### src/rtl/booth_seq_mul.sv
// Iterative radix-2 Booth multiplier: one recoding step per cycle, W cycles per product.
// The start cycle performs the first step; done and prod are valid in the W-th cycle.
module booth_seq_mul #(
  parameter int W = 4
) (
  input  logic                  clk,
  input  logic                  rst_n,
  input  logic                  start,
  input  logic signed [W-1:0]   m,
  input  logic signed [W-1:0]   q,
  output logic                  done,
  output logic signed [2*W-1:0] prod
);

  localparam int CW = $clog2(W + 1);

  // Accumulator carries one guard bit so that -M stays exact for M = -2^(W-1).
  logic signed [W:0]   r_acc;
  logic        [W-1:0] r_q;
  logic                r_q1;
  logic        [CW-1:0] r_cnt;
  logic                r_busy;

  logic signed [W:0]   w_m_ext;
  logic signed [W:0]   w_acc_cur;
  logic        [W-1:0] w_q_cur;
  logic                w_q1_cur;
  logic        [CW-1:0] w_cnt_cur;
  logic signed [W:0]   w_acc_add;
  logic signed [W:0]   w_acc_nxt;
  logic        [W-1:0] w_q_nxt;
  logic                w_q1_nxt;

  always_comb begin
    w_m_ext   = {m[W-1], m};
    w_acc_cur = start ? '0 : r_acc;
    w_q_cur   = start ? q : r_q;
    w_q1_cur  = start ? 1'b0 : r_q1;
    w_cnt_cur = start ? '0 : r_cnt;
    case ({w_q_cur[0], w_q1_cur})
      2'b01:   w_acc_add = w_acc_cur + w_m_ext;
      2'b10:   w_acc_add = w_acc_cur - w_m_ext;
      default: w_acc_add = w_acc_cur;
    endcase
    w_acc_nxt = {w_acc_add[W], w_acc_add[W:1]};
    w_q_nxt   = {w_acc_add[0], w_q_cur[W-1:1]};
    w_q1_nxt  = w_q_cur[0];
    done      = (start || r_busy) && (w_cnt_cur == CW'(W - 1));
    prod      = {w_acc_nxt[W-1:0], w_q_nxt};
  end

  always_ff @(posedge clk or negedge rst_n) begin
    if (!rst_n) begin
      r_busy <= 1'b0;
      r_cnt  <= '0;
    end else if (start || r_busy) begin
      r_busy <= !done;
      r_cnt  <= w_cnt_cur + CW'(1);
    end
  end

  always_ff @(posedge clk) begin
    if (start || r_busy) begin
      r_acc <= w_acc_nxt;
      r_q   <= w_q_nxt;
      r_q1  <= w_q1_nxt;
    end
  end

endmodule

### config.mk
export PLATFORM = sky130hd
export DESIGN_NAME = booth_seq_mul
export DESIGN_NICKNAME = d
export VERILOG_FILES = /design/src/rtl/booth_seq_mul.sv
export SDC_FILE = /design/constraint.sdc
export NUM_CORES = 1
export LEC_CHECK = 0
export CAP_MARGIN = 20
export CORE_MARGIN = 2
export CORE_UTILIZATION = 35
export CTS_BUF_LIST = sky130_fd_sc_hd__clkbuf_8 sky130_fd_sc_hd__clkbuf_16
export DETAILED_ROUTE_END_ITERATION = 10
export SLEW_MARGIN = 20
export SYNTH_ARGS = -nofsm -noshare
export SYNTH_HDL_FRONTEND = slang
export SYNTH_SLANG_ARGS = --single-unit
### constraint.sdc
create_clock -name clk -period 3.13 [get_ports clk]
set_clock_uncertainty 0.15 [all_clocks]
set_input_delay 0.313 -clock clk [delete_from_list [all_inputs] [get_ports clk]]
set_output_delay 0.313 -clock clk [all_outputs]
set_load 0.005 [all_outputs]
Word-level counts from Yosys, hierarchy flattened
Cells that the tools add are included.

Register bits: 13. Input bits: 11. Logic and storage cells: 19.

Add/sub/neg operators: 3. Equal/unequal tests: 3. Multiplexer cells: 5. Reductions and logical operators: 3.

Operators with widths (count): case mux 5 bit (2 select lines) (1); adder 5 x 4 -> 5 bit (1); 2-to-1 mux 5 bit (1); subtractor 5 x 4 -> 5 bit (1); 2-to-1 mux 4 bit (1); adder 3 x 1 -> 3 bit, second input constant (1); equality test 3 x 2 -> 1 bit, second input constant (1); 2-to-1 mux 3 bit (1); equality test 2 x 1 -> 1 bit, second input constant (1); equality test 2 bit, second input constant (1); logical AND 1 bit (1); zero test 1 bit (1); logical OR 1 bit (1); 2-to-1 mux 1 bit (1).

Depth between registers and ports, before layout
Gate-level depths: netlist (run 1).

Depth after elaboration: 4. Gate-level depth with buffers: 10.

Worst setup path before layout (run 1)
Ideal clock, no wire load.

Kind: in2out. From: input start. To: output prod[7]. Data arrival time: 2.435 ns. Data required time: 2.667 ns. Setup slack: 0.232 ns. Stages: 9. Path through: buf_2 > mux2_2 > ha_1 > mux2_2 > fa_1 > nand2b_1 > a21oi_2 > mux2i_1 > o22ai_1.

Cells in the longest elaborated chain, start to end: 3. Elaborated cells on any way between the ends: 8. Those cells by class: 2 x add/sub; 2 x eq/ne; 4 x mux.

RTL lines: start: declaration (line 8) `input logic start,`; 2-to-1 mux 4 bit * (line 37) `w_q_cur = start ? q : r_q;`; named net w_q_cur[0] (line 26) `logic [W-1:0] w_q_cur;`; equality test 2 bit or equality test 2 x 1 -> 1 bit (tied branches) (line 40) `case ({w_q_cur[0], w_q1_cur})`; case mux 5 bit (2 select lines) * (line 40); end: declaration (line 12) `output logic signed [2*W-1:0] prod`.

The timed path passes the listed nets; every way through them passes the cells marked *.

Worst setup path in the final report (run 1)
From: register r_q[0]. To: output prod[7].

Cells in the longest elaborated chain, start to end: 3. Elaborated cells on any way between the ends: 4. Those cells by class: 2 x eq/ne; 2 x mux.

RTL lines: start: declaration (line 19) `logic [W-1:0] r_q;`; start signal: assignment (line 65) `r_q <= w_q_nxt;`; 2-to-1 mux 4 bit * (line 37); named net w_q_cur[0] (line 26); equality test 2 bit or equality test 2 x 1 -> 1 bit (tied branches) (line 40); case mux 5 bit (2 select lines) * (line 40).

Marked as above.

==> impl_metrics.xml, run 1 <==
<?xml version="1.0" encoding="UTF-8"?>
<metrics>
  <group name="power_and_ir_drop">
    <metric name="total_leakage_power" unit="nW">0.6226</metric>
    <metric name="vdd_ir_drop_max" unit="V">0.0003788</metric>
    <metric name="power.density_cell_area" unit="mW/mm2">718.6</metric>
    <metric name="power.total" unit="W">0.001029</metric>
  </group>
  <group name="logic_synthesis">
    <metric name="number_of_synthesized_flops_with_an_enable_pin" unit="">9</metric>
    <metric name="async_flop_share" unit="%">30.77</metric>
    <metric name="postSynthCellCount" unit="">88</metric>
    <metric name="post_synth_most_frequent_cells" unit="">sky130_fd_sc_hd__nor2_1 (10), sky130_fd_sc_hd__edfxtp_1 (9), sky130_fd_sc_hd__ha_1 (8)</metric>
    <metric name="yosys-top-cells-area" unit="">sky130_fd_sc_hd__edfxtp_1 (30%), sky130_fd_sc_hd__dfrtp_1 (11%), sky130_fd_sc_hd__ha_1 (11%)</metric>
    <metric name="synth_nets" unit="">108</metric>
    <metric name="syn_area" unit="um2">905.9</metric>
    <metric name="synthDistinctLibCells" unit="">27</metric>
    <metric name="yosys_warnings" unit="">0</metric>
    <metric name="synth_top_area_share" unit="%">29.83</metric>
    <metric name="synthMostInstantiatedCell" unit="">sky130_fd_sc_hd__nor2_1</metric>
    <metric name="postSynthAreaPerCell" unit="um2">10.29</metric>
    <metric name="synth-seq-area-share" unit="%">40.88</metric>
    <metric name="postSynth.topFlopCell" unit="">sky130_fd_sc_hd__edfxtp_1</metric>
    <metric name="ys_seq_elements" unit="">13</metric>
    <metric name="yosysTopAreaCell" unit="">sky130_fd_sc_hd__edfxtp_1</metric>
  </group>
  <group name="min_path">
    <metric name="hold_path_class" unit="">input pin to async pin</metric>
  </group>
  <group name="critical_path">
    <metric name="r2r_setup_slack" unit="ns">0.15</metric>
    <metric name="critical_path.most_common_cell" unit="">sky130_fd_sc_hd__mux2_4</metric>
    <metric name="crit_path_top_delay_cell" unit="">sky130_fd_sc_hd__edfxtp_1</metric>
    <metric name="timing.setup.critical_path_class" unit="">register to primary output</metric>
    <metric name="cp_data_arrival_time" unit="ns">2.57</metric>
    <metric name="critical_path.top_delay_family" unit="">multiplexers</metric>
    <metric name="crit_end_category" unit="">primary output</metric>
    <metric name="crit_fanout" unit="">3</metric>
    <metric name="critical_path_buf_inv_count" unit="">1</metric>
    <metric name="timing.critical_path.slowest_cell_delay" unit="ns">0.37</metric>
    <metric name="worstPathCellList" unit="">mux2_4 -&gt; ha_4 -&gt; mux2_4 -&gt; fa_2 -&gt; nand2b_4 -&gt; a21oi_4 -&gt; mux2i_2 -&gt; o22ai_2 -&gt; buf_2</metric>
    <metric name="required_time_of_the_critical_path" unit="ns">2.67</metric>
    <metric name="critPathLaunchType" unit="">register</metric>
  </group>
  <group name="status">
    <metric name="run_status" unit="">finished clean</metric>
  </group>
  <group name="sta">
    <metric name="setup_viol_count_final" unit="">0</metric>
    <metric name="rsz0062_at_grt" unit="">no</metric>
    <metric name="min_period_over_period" unit="%">96.95</metric>
    <metric name="final.setup.worst_slack" unit="ns">0.09561</metric>
    <metric name="hold_viol_final" unit="">0</metric>
    <metric name="clock.fmax" unit="MHz">329.6</metric>
    <metric name="worst_slew_pin_slew" unit="ns">0.3620</metric>
    <metric name="timing.final.max_slew_violations" unit="">0</metric>
    <metric name="finalCriticalPeriod" unit="ns">3.034</metric>
    <metric name="final.hold.worst_slack" unit="ns">0.1287</metric>
    <metric name="slew_headroom" unit="%">75.84</metric>
  </group>
  <group name="clocking">
    <metric name="tritoncts_num_sinks" unit="">13</metric>
    <metric name="cts-root-buf" unit="">sky130_fd_sc_hd__clkbuf_8</metric>
    <metric name="cts_made_buffers" unit="">3</metric>
    <metric name="number_of_buffers_added_to_fix_hold_violations_after_cts" unit="">0</metric>
    <metric name="ctsLongestPathBuffers" unit="">2</metric>
    <metric name="cts.htree.levels" unit="">1</metric>
    <metric name="tritoncts" unit="">done</metric>
    <metric name="path_clk_slew" unit="ns">0.06</metric>
    <metric name="worstSkewPairLatency" unit="ns">0.24</metric>
  </group>
  <group name="floorplan">
    <metric name="die_height" unit="um">54.88</metric>
    <metric name="die_w" unit="um">54.88</metric>
    <metric name="area_enclosed_by_the_die_boundary" unit="mm2">0.003011</metric>
    <metric name="row_count" unit="">18</metric>
    <metric name="io_pins" unit="">20</metric>
    <metric name="initial_core_util" unit="%">36.90</metric>
    <metric name="std_cell_core_area" unit="mm2">0.002455</metric>
  </group>
  <group name="place">
    <metric name="hpwlAfterDp" unit="um">1475</metric>
    <metric name="pre_cts_slack" unit="ns">-0.6599</metric>
    <metric name="gp_routability_congestion" unit="">0.8151</metric>
    <metric name="buffer_ports.inserted" unit="">19</metric>
  </group>
  <group name="global_routing">
    <metric name="grt_pass1_vias" unit="">808</metric>
    <metric name="globalRouteTotalUtil" unit="%">15.92</metric>
    <metric name="grt_pass1_wl" unit="um">3387</metric>
    <metric name="grt.overflow.total" unit="">0</metric>
    <metric name="grt_start_max_net_pins" unit="">14</metric>
    <metric name="initial_antenna_violation_count" unit="">0</metric>
  </group>
  <group name="drt">
    <metric name="wl_per_cell" unit="um">13.33</metric>
    <metric name="vias_per_std_cell" unit="">4.827</metric>
    <metric name="vias" unit="">753</metric>
    <metric name="detail_route.first_pass.iterations" unit="">4</metric>
    <metric name="remaining_design_rule_violation_count" unit="">0</metric>
    <metric name="finalWirelength" unit="um">2080</metric>
    <metric name="ant_nets" unit="">0</metric>
    <metric name="drt-initial-drc-count" unit="">10</metric>
  </group>
  <group name="cells_and_area">
    <metric name="layout_stage_area_growth_over_the_synthesis_result" unit="%">58.01</metric>
    <metric name="antenna_cells_inserted" unit="">0</metric>
    <metric name="final_layout_size_suffix_gt1_share" unit="%">42.86</metric>
    <metric name="nets" unit="">147</metric>
  </group>
  <group name="flow_run">
    <metric name="max_cap_viol_count" unit="">0</metric>
  </group>
</metrics>
-- layout make-up --
cell class	instances	area, um2
fill	210	1023
multi-input combinational	63	623.1
sequential	13	370.4
timing repair buffer	38	325.3
clock buffer	3	41.29
tap	30	37.54
inverter	8	30.03
clock inverter	1	3.754
-- through the flow --
stage               std cells  cell area, um2  util, %  TNS [ns]
global route              156            1431    58.31         0
floorplan                  88           905.9        -         0
global placement          145            1196    48.73    -1.846
CTS                       157            1396    56.88         0
detailed placement        145            1196    48.73    -2.020
finish                    156            1431    58.31         0
-- final timing paths --
| path | to | cells past startpoint | from |
|---|---|---|---|
| max in group asynchronous | r_cnt[0] | 1 | rst_n |
| min reg2reg | r_cnt[1] | 1 | r_cnt[1] |
| max | prod[7] | 9 | r_q[0] |
| max reg2reg | r_acc[2] | 14 | r_q[0] |
| min in group clk | r_cnt[1] | 1 | r_cnt[1] |
| min | r_cnt[2] | 1 | rst_n |
-- power breakdown --
| part | total [W] | leakage (nW) | internal (W) | switching (W) |
|---|---|---|---|---|
| Sequential | 0.000290 | 0.142 | 0.000266 | 0.0000239 |
| Clock | 0.000148 | 0.0269 | 0.0000865 | 0.0000612 |
| Combinational | 0.000591 | 0.453 | 0.000341 | 0.000250 |
-- layout by cell type (no fill, tap or decap), drive strengths merged, types with 4 or more instances in the layout --
| cell | count |
|---|---|
| buf | 20 |
| clkdlybuf4s50 | 13 |
| nor2 | 10 |
| edfxtp | 9 |
| inv | 8 |
| ha | 8 |
| nand2b | 7 |
| nor2b | 6 |
| mux2 | 6 |
| nand2 | 4 |
| dlygate4sd2 | 4 |
| dfrtp | 4 |
| clkbuf | 4 |
| a21oi | 4 |
-- layer usage --
layer | vias to the layer above | global-route usage, % | routed length [um]
li1 | 373 | - | -
met3 | 2 | 2.186 | 80
met2 | 13 | 29.96 | 1069
met5 | - | 0 | 0
met4 | 0 | 4.167 | 23
met1 | 365 | 18.49 | 907
-- state kept, by name, summed over array words and instances, names as in the netlist --
register,flops
r_q1,1
r_acc,4
r_q,4
r_cnt,3
r_busy,1
-- what timing repair did --
action                     4_1_cts  5_1_grt
setup endpoints to repair        4        3
gates resized for setup         32       10
buffers inserted                 8        0
pin swaps                       13        5
-- cells by family after synthesis --
kind of cell               synth area share [%]
muxes                                     9.668
xor gates and xnor gates                  4.835
buffers and inverters                     6.353
AOI/OAI and AO/OA                         8.011
adders and majority gates                 13.26
DFF                                       40.88
and+or+nand+nor                           16.99
(Power assumes the default switching activity.)
==> run 2: changes to the inputs <==
- CORE_MARGIN: 2 -> 3
==> run 2 against run 1 <==
Compared with the run above:
- register-to-register slack improved by 0.27 ns
- combinational power down 10%
- final cell count is 3.2% lower
- utilization is 0.088 points higher
- critical path depth increased by 1
- critical path type is now input pin to primary output
- power shrank 6.3%
- die area up 7.4%
==> impl_metrics.xml, run 2 (synthesis gave the netlist of run 1 again) <==
<?xml version="1.0" encoding="UTF-8"?>
<metrics>
  <group name="place">
    <metric name="gp_routability_congestion" unit="">0.8266</metric>
    <metric name="hpwlAfterDp" unit="um">1474</metric>
    <metric name="placedCellCount" unit="">145</metric>
    <metric name="pre_cts_slack" unit="ns">-0.6630</metric>
    <metric name="buffer_ports.inserted" unit="">19</metric>
  </group>
  <group name="critical_path">
    <metric name="r2r.worst_path.cells" unit="">9</metric>
    <metric name="timing.critical_path.slowest_cell_delay" unit="ns">0.49</metric>
    <metric name="cp_data_arrival_time" unit="ns">2.57</metric>
    <metric name="crit_end_category" unit="">primary output</metric>
    <metric name="worstPathCellList" unit="">clkdlybuf4s50_1 -&gt; inv_1 -&gt; ha_1 -&gt; mux2_4 -&gt; fa_2 -&gt; nand2b_4 -&gt; a21oi_4 -&gt; mux2i_2 -&gt; o22ai_2 -&gt; buf_2</metric>
    <metric name="critPathLaunchType" unit="">input pin</metric>
    <metric name="crit_fanout" unit="">3</metric>
    <metric name="critical_path.top_delay_family" unit="">buffers and inverters</metric>
    <metric name="timing.setup.critical_path_class" unit="">input pin to primary output</metric>
    <metric name="r2r_setup_slack" unit="ns">0.42</metric>
    <metric name="crit-reg2reg-capture" unit="">r_acc[3]</metric>
    <metric name="required_time_of_the_critical_path" unit="ns">2.67</metric>
    <metric name="critical_path.reg2reg.startpoint" unit="">r_q[0]</metric>
    <metric name="crit_path_top_delay_cell" unit="">sky130_fd_sc_hd__clkdlybuf4s50_1</metric>
    <metric name="critical_path_buf_inv_count" unit="">3</metric>
  </group>
  <group name="sta">
    <metric name="finalCriticalPeriod" unit="ns">3.028</metric>
    <metric name="clock.fmax" unit="MHz">330.2</metric>
    <metric name="rsz0062_at_grt" unit="">no</metric>
    <metric name="timing.final.max_slew_violations" unit="">0</metric>
    <metric name="slew_headroom" unit="%">75.48</metric>
    <metric name="setup_viol_count_final" unit="">0</metric>
    <metric name="worst_slew_pin_slew" unit="ns">0.3650</metric>
    <metric name="hold_viol_final" unit="">0</metric>
    <metric name="min_period_over_period" unit="%">96.75</metric>
    <metric name="final.setup.worst_slack" unit="ns">0.1017</metric>
    <metric name="final.setup.tns" unit="ns">0</metric>
  </group>
  <group name="global_routing">
    <metric name="globalRouteMet3Util" unit="%">2.299</metric>
    <metric name="grt_pass1_vias" unit="">749</metric>
    <metric name="grt_start_max_net_pins" unit="">14</metric>
    <metric name="grt.overflow.total" unit="">0</metric>
    <metric name="global_route.usage.met1" unit="%">15.03</metric>
    <metric name="gr-max-usage-layer" unit="">met2</metric>
    <metric name="globalRouteTotalUtil" unit="%">13.22</metric>
    <metric name="met2_demand_to_capacity_share_in_global_routing" unit="%">24.26</metric>
    <metric name="grt_pass1_wl" unit="um">3291</metric>
    <metric name="initial_antenna_violation_count" unit="">0</metric>
  </group>
  <group name="flow_run">
    <metric name="max_cap_viol_count" unit="">0</metric>
  </group>
  <group name="drt">
    <metric name="vias" unit="">747</metric>
    <metric name="finalWirelength" unit="um">2049</metric>
    <metric name="wl_per_cell" unit="um">13.57</metric>
    <metric name="remaining_design_rule_violation_count" unit="">0</metric>
    <metric name="drt-initial-drc-count" unit="">10</metric>
    <metric name="ant_nets" unit="">0</metric>
    <metric name="vias_per_std_cell" unit="">4.947</metric>
    <metric name="detail_route.first_pass.iterations" unit="">4</metric>
  </group>
  <group name="cells_and_area">
    <metric name="largestRegisters" unit="">r_acc: 4 flops, r_q: 4 flops, r_cnt: 3 flops</metric>
    <metric name="final_layout_size_suffix_gt1_share" unit="%">36.59</metric>
    <metric name="antenna_cells_inserted" unit="">0</metric>
    <metric name="layout_stage_area_growth_over_the_synthesis_result" unit="%">50.83</metric>
    <metric name="nets" unit="">144</metric>
    <metric name="layout.cells.non_filler" unit="">151</metric>
    <metric name="mostFrequentLayoutCell" unit="">sky130_fd_sc_hd__buf_4</metric>
    <metric name="layout_common_cells" unit="">sky130_fd_sc_hd__buf_4 (16), sky130_fd_sc_hd__clkdlybuf4s50_1 (13), sky130_fd_sc_hd__edfxtp_1 (9)</metric>
  </group>
  <group name="clocking">
    <metric name="ctsLongestPathBuffers" unit="">2</metric>
    <metric name="cts_made_buffers" unit="">3</metric>
    <metric name="cts.htree.levels" unit="">1</metric>
    <metric name="cts-root-buf" unit="">sky130_fd_sc_hd__clkbuf_8</metric>
    <metric name="tritoncts_num_sinks" unit="">13</metric>
    <metric name="number_of_buffers_added_to_fix_hold_violations_after_cts" unit="">0</metric>
    <metric name="worstSkewPairLatency" unit="ns">0.24</metric>
    <metric name="tritoncts" unit="">done</metric>
    <metric name="path_clk_slew" unit="ns">0.05</metric>
  </group>
  <group name="floorplan">
    <metric name="row_count" unit="">17</metric>
    <metric name="die_height" unit="um">56.88</metric>
    <metric name="io_pins" unit="">20</metric>
    <metric name="initial_core_util" unit="%">38.72</metric>
    <metric name="area_enclosed_by_the_die_boundary" unit="mm2">0.003235</metric>
    <metric name="std_cell_core_area" unit="mm2">0.002340</metric>
    <metric name="die_w" unit="um">56.88</metric>
  </group>
  <group name="power_and_ir_drop">
    <metric name="vdd_ir_drop_max" unit="V">0.0004125</metric>
    <metric name="total_leakage_power" unit="nW">0.6046</metric>
    <metric name="power.density_cell_area" unit="mW/mm2">705.8</metric>
  </group>
  <group name="min_path">
    <metric name="hold_path_class" unit="">input pin to async pin</metric>
  </group>
  <group name="status">
    <metric name="run_status" unit="">finished clean</metric>
  </group>
</metrics>
==> run 2: layout make-up <==
cell class,instances,area [um2]
clock buffer,3,41.29
clock inverter,1,3.754
fill,197,973.4
inverter,8,30.03
multi-input combinational,63,586.8
sequential,13,370.4
tap,28,35.03
timing repair buffer,35,299.0
==> run 2: what timing repair did <==
item / 4_1_cts / 5_1_grt
resized for setup: 25 / 10
pin swaps: 10 / 8
buffers inserted: 2 / 0
setup endpoints to repair: 4 / 2
==> run 2: metal layers <==
metal | vias up | wire (um)
met5 | - | 0
met4 | 0 | 22
met3 | 2 | 61
met2 | 18 | 1097
met1 | 356 | 868
li1 | 371 | -
==> run 2: worst max path at each step <==
stage / from / to / cells after the start
after floorplan: start / prod[7] / 9
after global placement: start / prod[6] / 11
after detailed placement: start / prod[7] / 10
after CTS: m[0] / prod[6] / 11
after global routing: m[1] / prod[7] / 11
final: m[1] / prod[7] / 10
==> run 2: power breakdown <==
| group | internal, W | leakage (nW) | switching [W] |
|---|---|---|---|
| combinational | 0.000295 | 0.435 | 0.000236 |
| sequential | 0.000266 | 0.142 | 0.0000243 |
| clock | 0.0000864 | 0.0269 | 0.0000565 |
| total | 0.000647 | 0.605 | 0.000317 |
==> run 2: through the flow <==
stage          utilization (%)  hold WS [ns]  instance area, um2  total power [W]
6_report                 58.40        0.1330                1366        0.0009643
5_1_grt                  58.40        0.1460                1366         0.001033
4_1_cts                  56.26        0.1369                1316        0.0009310
3_5_place_dp             51.66        0.3300                1209        0.0007278
3_3_place_gp             51.66        0.3137                1209        0.0007276
2_1_floorplan                -       -0.1326               905.9        0.0005230
==> run 3: changes to the inputs <==
- clock period: 3.13 -> 2.8 ns (I/O delays scaled with it)
==> run 3 against run 2 <==
Compared with the run above:
- the flow now finishes with violations (negative setup slack)
- global-route usage rose by 2.4 points
- sequential power rose by 11%
- utilization up 2.1 points
- critical path type is now register to primary output
- largest power group unchanged
==> impl_metrics.xml, run 3 (synthesis gave the netlist of run 1 again) <==
<?xml version="1.0" encoding="UTF-8"?>
<metrics>
  <group name="status">
    <metric name="run_status" unit="">finished, violations left</metric>
    <metric name="failing_checks" unit="">negative setup slack</metric>
  </group>
  <group name="clocking">
    <metric name="tritoncts" unit="">done</metric>
    <metric name="worstSkewPairLatency" unit="ns">0.25</metric>
    <metric name="cts.htree.levels" unit="">1</metric>
    <metric name="cts-root-buf" unit="">sky130_fd_sc_hd__clkbuf_8</metric>
    <metric name="path_clk_slew" unit="ns">0.06</metric>
    <metric name="number_of_buffers_added_to_fix_hold_violations_after_cts" unit="">0</metric>
    <metric name="cts_made_buffers" unit="">3</metric>
    <metric name="ctsLongestPathBuffers" unit="">2</metric>
    <metric name="tritoncts_num_sinks" unit="">13</metric>
  </group>
  <group name="floorplan">
    <metric name="die_height" unit="um">56.88</metric>
    <metric name="io_pins" unit="">20</metric>
    <metric name="die_w" unit="um">56.88</metric>
    <metric name="std_cell_core_area" unit="mm2">0.002340</metric>
    <metric name="area_enclosed_by_the_die_boundary" unit="mm2">0.003235</metric>
    <metric name="row_count" unit="">17</metric>
    <metric name="initial_core_util" unit="%">38.72</metric>
  </group>
  <group name="cells_and_area">
    <metric name="antenna_cells_inserted" unit="">0</metric>
    <metric name="mostFrequentLayoutCell" unit="">sky130_fd_sc_hd__buf_4</metric>
    <metric name="final_layout_size_suffix_gt1_share" unit="%">40.16</metric>
    <metric name="nFillCells" unit="">213</metric>
    <metric name="nets" unit="">148</metric>
    <metric name="layout_stage_area_growth_over_the_synthesis_result" unit="%">56.35</metric>
    <metric name="largestRegisters" unit="">r_acc: 4 flops, r_q: 4 flops, r_cnt: 3 flops</metric>
    <metric name="layout_common_cells" unit="">sky130_fd_sc_hd__buf_4 (17), sky130_fd_sc_hd__clkdlybuf4s50_1 (13), sky130_fd_sc_hd__edfxtp_1 (9)</metric>
  </group>
  <group name="global_routing">
    <metric name="grt.overflow.total" unit="">0</metric>
    <metric name="globalRouteTotalUtil" unit="%">15.59</metric>
    <metric name="grt_pass1_vias" unit="">810</metric>
    <metric name="global_route.usage.met1" unit="%">17.72</metric>
    <metric name="initial_antenna_violation_count" unit="">0</metric>
    <metric name="met2_demand_to_capacity_share_in_global_routing" unit="%">26.90</metric>
    <metric name="globalRouteMet3Util" unit="%">2.989</metric>
    <metric name="grt_pass1_wl" unit="um">3739</metric>
    <metric name="grt_start_max_net_pins" unit="">13</metric>
    <metric name="gr-max-usage-layer" unit="">met2</metric>
  </group>
  <group name="sta">
    <metric name="final.hold.worst_slack" unit="ns">0.09117</metric>
    <metric name="final.setup.worst_slack" unit="ns">-0.1581</metric>
    <metric name="rsz0062_at_grt" unit="">yes</metric>
    <metric name="setup_viol_count_final" unit="">3</metric>
    <metric name="worst_slew_pin_slew" unit="ns">0.4035</metric>
    <metric name="min_period_over_period" unit="%">105.6</metric>
    <metric name="slew_headroom" unit="%">73.07</metric>
    <metric name="final.setup.tns" unit="ns">-0.2885</metric>
    <metric name="timing.final.max_slew_violations" unit="">0</metric>
    <metric name="hold_viol_final" unit="">0</metric>
    <metric name="finalCriticalPeriod" unit="ns">2.958</metric>
    <metric name="clock.fmax" unit="MHz">338.1</metric>
  </group>
  <group name="flow_run">
    <metric name="max_cap_viol_count" unit="">0</metric>
  </group>
  <group name="critical_path">
    <metric name="r2r_setup_slack" unit="ns">0.25</metric>
    <metric name="critPathLaunchType" unit="">register</metric>
    <metric name="crit_fanout" unit="">3</metric>
    <metric name="crit_end_category" unit="">primary output</metric>
    <metric name="required_time_of_the_critical_path" unit="ns">2.37</metric>
    <metric name="cp_data_arrival_time" unit="ns">2.53</metric>
    <metric name="timing.setup.critical_path_class" unit="">register to primary output</metric>
  </group>
  <group name="power_and_ir_drop">
    <metric name="vdd_ir_drop_max" unit="V">0.0003746</metric>
    <metric name="power.density_cell_area" unit="mW/mm2">792.6</metric>
    <metric name="power.total" unit="W">0.001123</metric>
    <metric name="total_leakage_power" unit="nW">0.6220</metric>
  </group>
  <group name="place">
    <metric name="buffer_ports.inserted" unit="">19</metric>
    <metric name="pre_cts_slack" unit="ns">-0.8862</metric>
    <metric name="gp_routability_congestion" unit="">0.7332</metric>
    <metric name="hpwlAfterDp" unit="um">1597</metric>
  </group>
  <group name="drt">
    <metric name="finalWirelength" unit="um">2194</metric>
    <metric name="detail_route.first_pass.iterations" unit="">2</metric>
    <metric name="vias_per_std_cell" unit="">4.858</metric>
    <metric name="vias" unit="">753</metric>
    <metric name="ant_nets" unit="">0</metric>
    <metric name="wl_per_cell" unit="um">14.15</metric>
    <metric name="remaining_design_rule_violation_count" unit="">0</metric>
    <metric name="drt-initial-drc-count" unit="">9</metric>
  </group>
  <group name="min_path">
    <metric name="hold_path_class" unit="">input pin to async pin</metric>
  </group>
</metrics>
==> run 3: critical path, stage by stage (launching register included) <==
cell                       delay, ns
sky130_fd_sc_hd__edfxtp_1       0.39
sky130_fd_sc_hd__mux2_4         0.30
sky130_fd_sc_hd__ha_4           0.17
sky130_fd_sc_hd__mux2_4         0.30
sky130_fd_sc_hd__fa_2           0.35
sky130_fd_sc_hd__nand2b_4       0.16
sky130_fd_sc_hd__a21oi_4        0.16
sky130_fd_sc_hd__mux2i_1        0.23
sky130_fd_sc_hd__o22ai_2        0.10
sky130_fd_sc_hd__buf_2          0.13
==> run 3: final timing paths <==
path                                from        to  cells after the start
worst max-delay path              r_q[0]   prod[7]                      9
worst min-delay path               rst_n  r_cnt[2]                      1
worst max register to register    r_q[0]  r_acc[3]                      8
worst min register to register  r_cnt[2]  r_cnt[2]                      2
max in group asynchronous          rst_n    r_busy                      1
min in group clk                r_cnt[2]  r_cnt[2]                      2
==> run 3: cell type report <==
class | count | area (um2) | area share (%)
Sequential cell | 13 | 370.4 | 26.15
Multi-Input combinational cell | 63 | 603.1 | 42.58
Timing Repair Buffer | 39 | 332.8 | 23.50
Tap cell | 28 | 35.03 | 2.473
Clock buffer | 3 | 41.29 | 2.915
Clock inverter | 1 | 3.754 | 0.2650
Inverter | 8 | 30.03 | 2.120
==> run 3: timing repair <==
action                     in CTS  in global routing
setup endpoints to repair       7                  3
gates resized for setup        41                  1
cloned                          0                  0
hold endpoints to repair        0                  0
pin swaps                      16                  6
buffers inserted                2                  1
==> run 3: where the power goes <==
part	internal [W]	leakage (nW)	switching (W)	total [W]
Combinational	0.000354	0.453	0.000278	0.000631
Clock	0.0000969	0.0269	0.0000721	0.000169
Sequential	0.000297	0.142	0.0000253	0.000322
==> run 3: routing by layer <==
| layer | vias up | wire length, um |
|---|---|---|
| met5 | - | 0 |
| met4 | 0 | 38 |
| met3 | 2 | 60 |
| met2 | 11 | 1122 |
| met1 | 365 | 973 |
| li1 | 375 | - |
==> run 3: through the flow <==
stage,cell area (um2),cells,utilization (%)
floorplan,908.4,88,-
finish,1416,155,60.53
global route,1416,155,60.53
CTS,1405,154,60.05
global placement,1234,148,52.73
detailed placement,1234,148,52.73
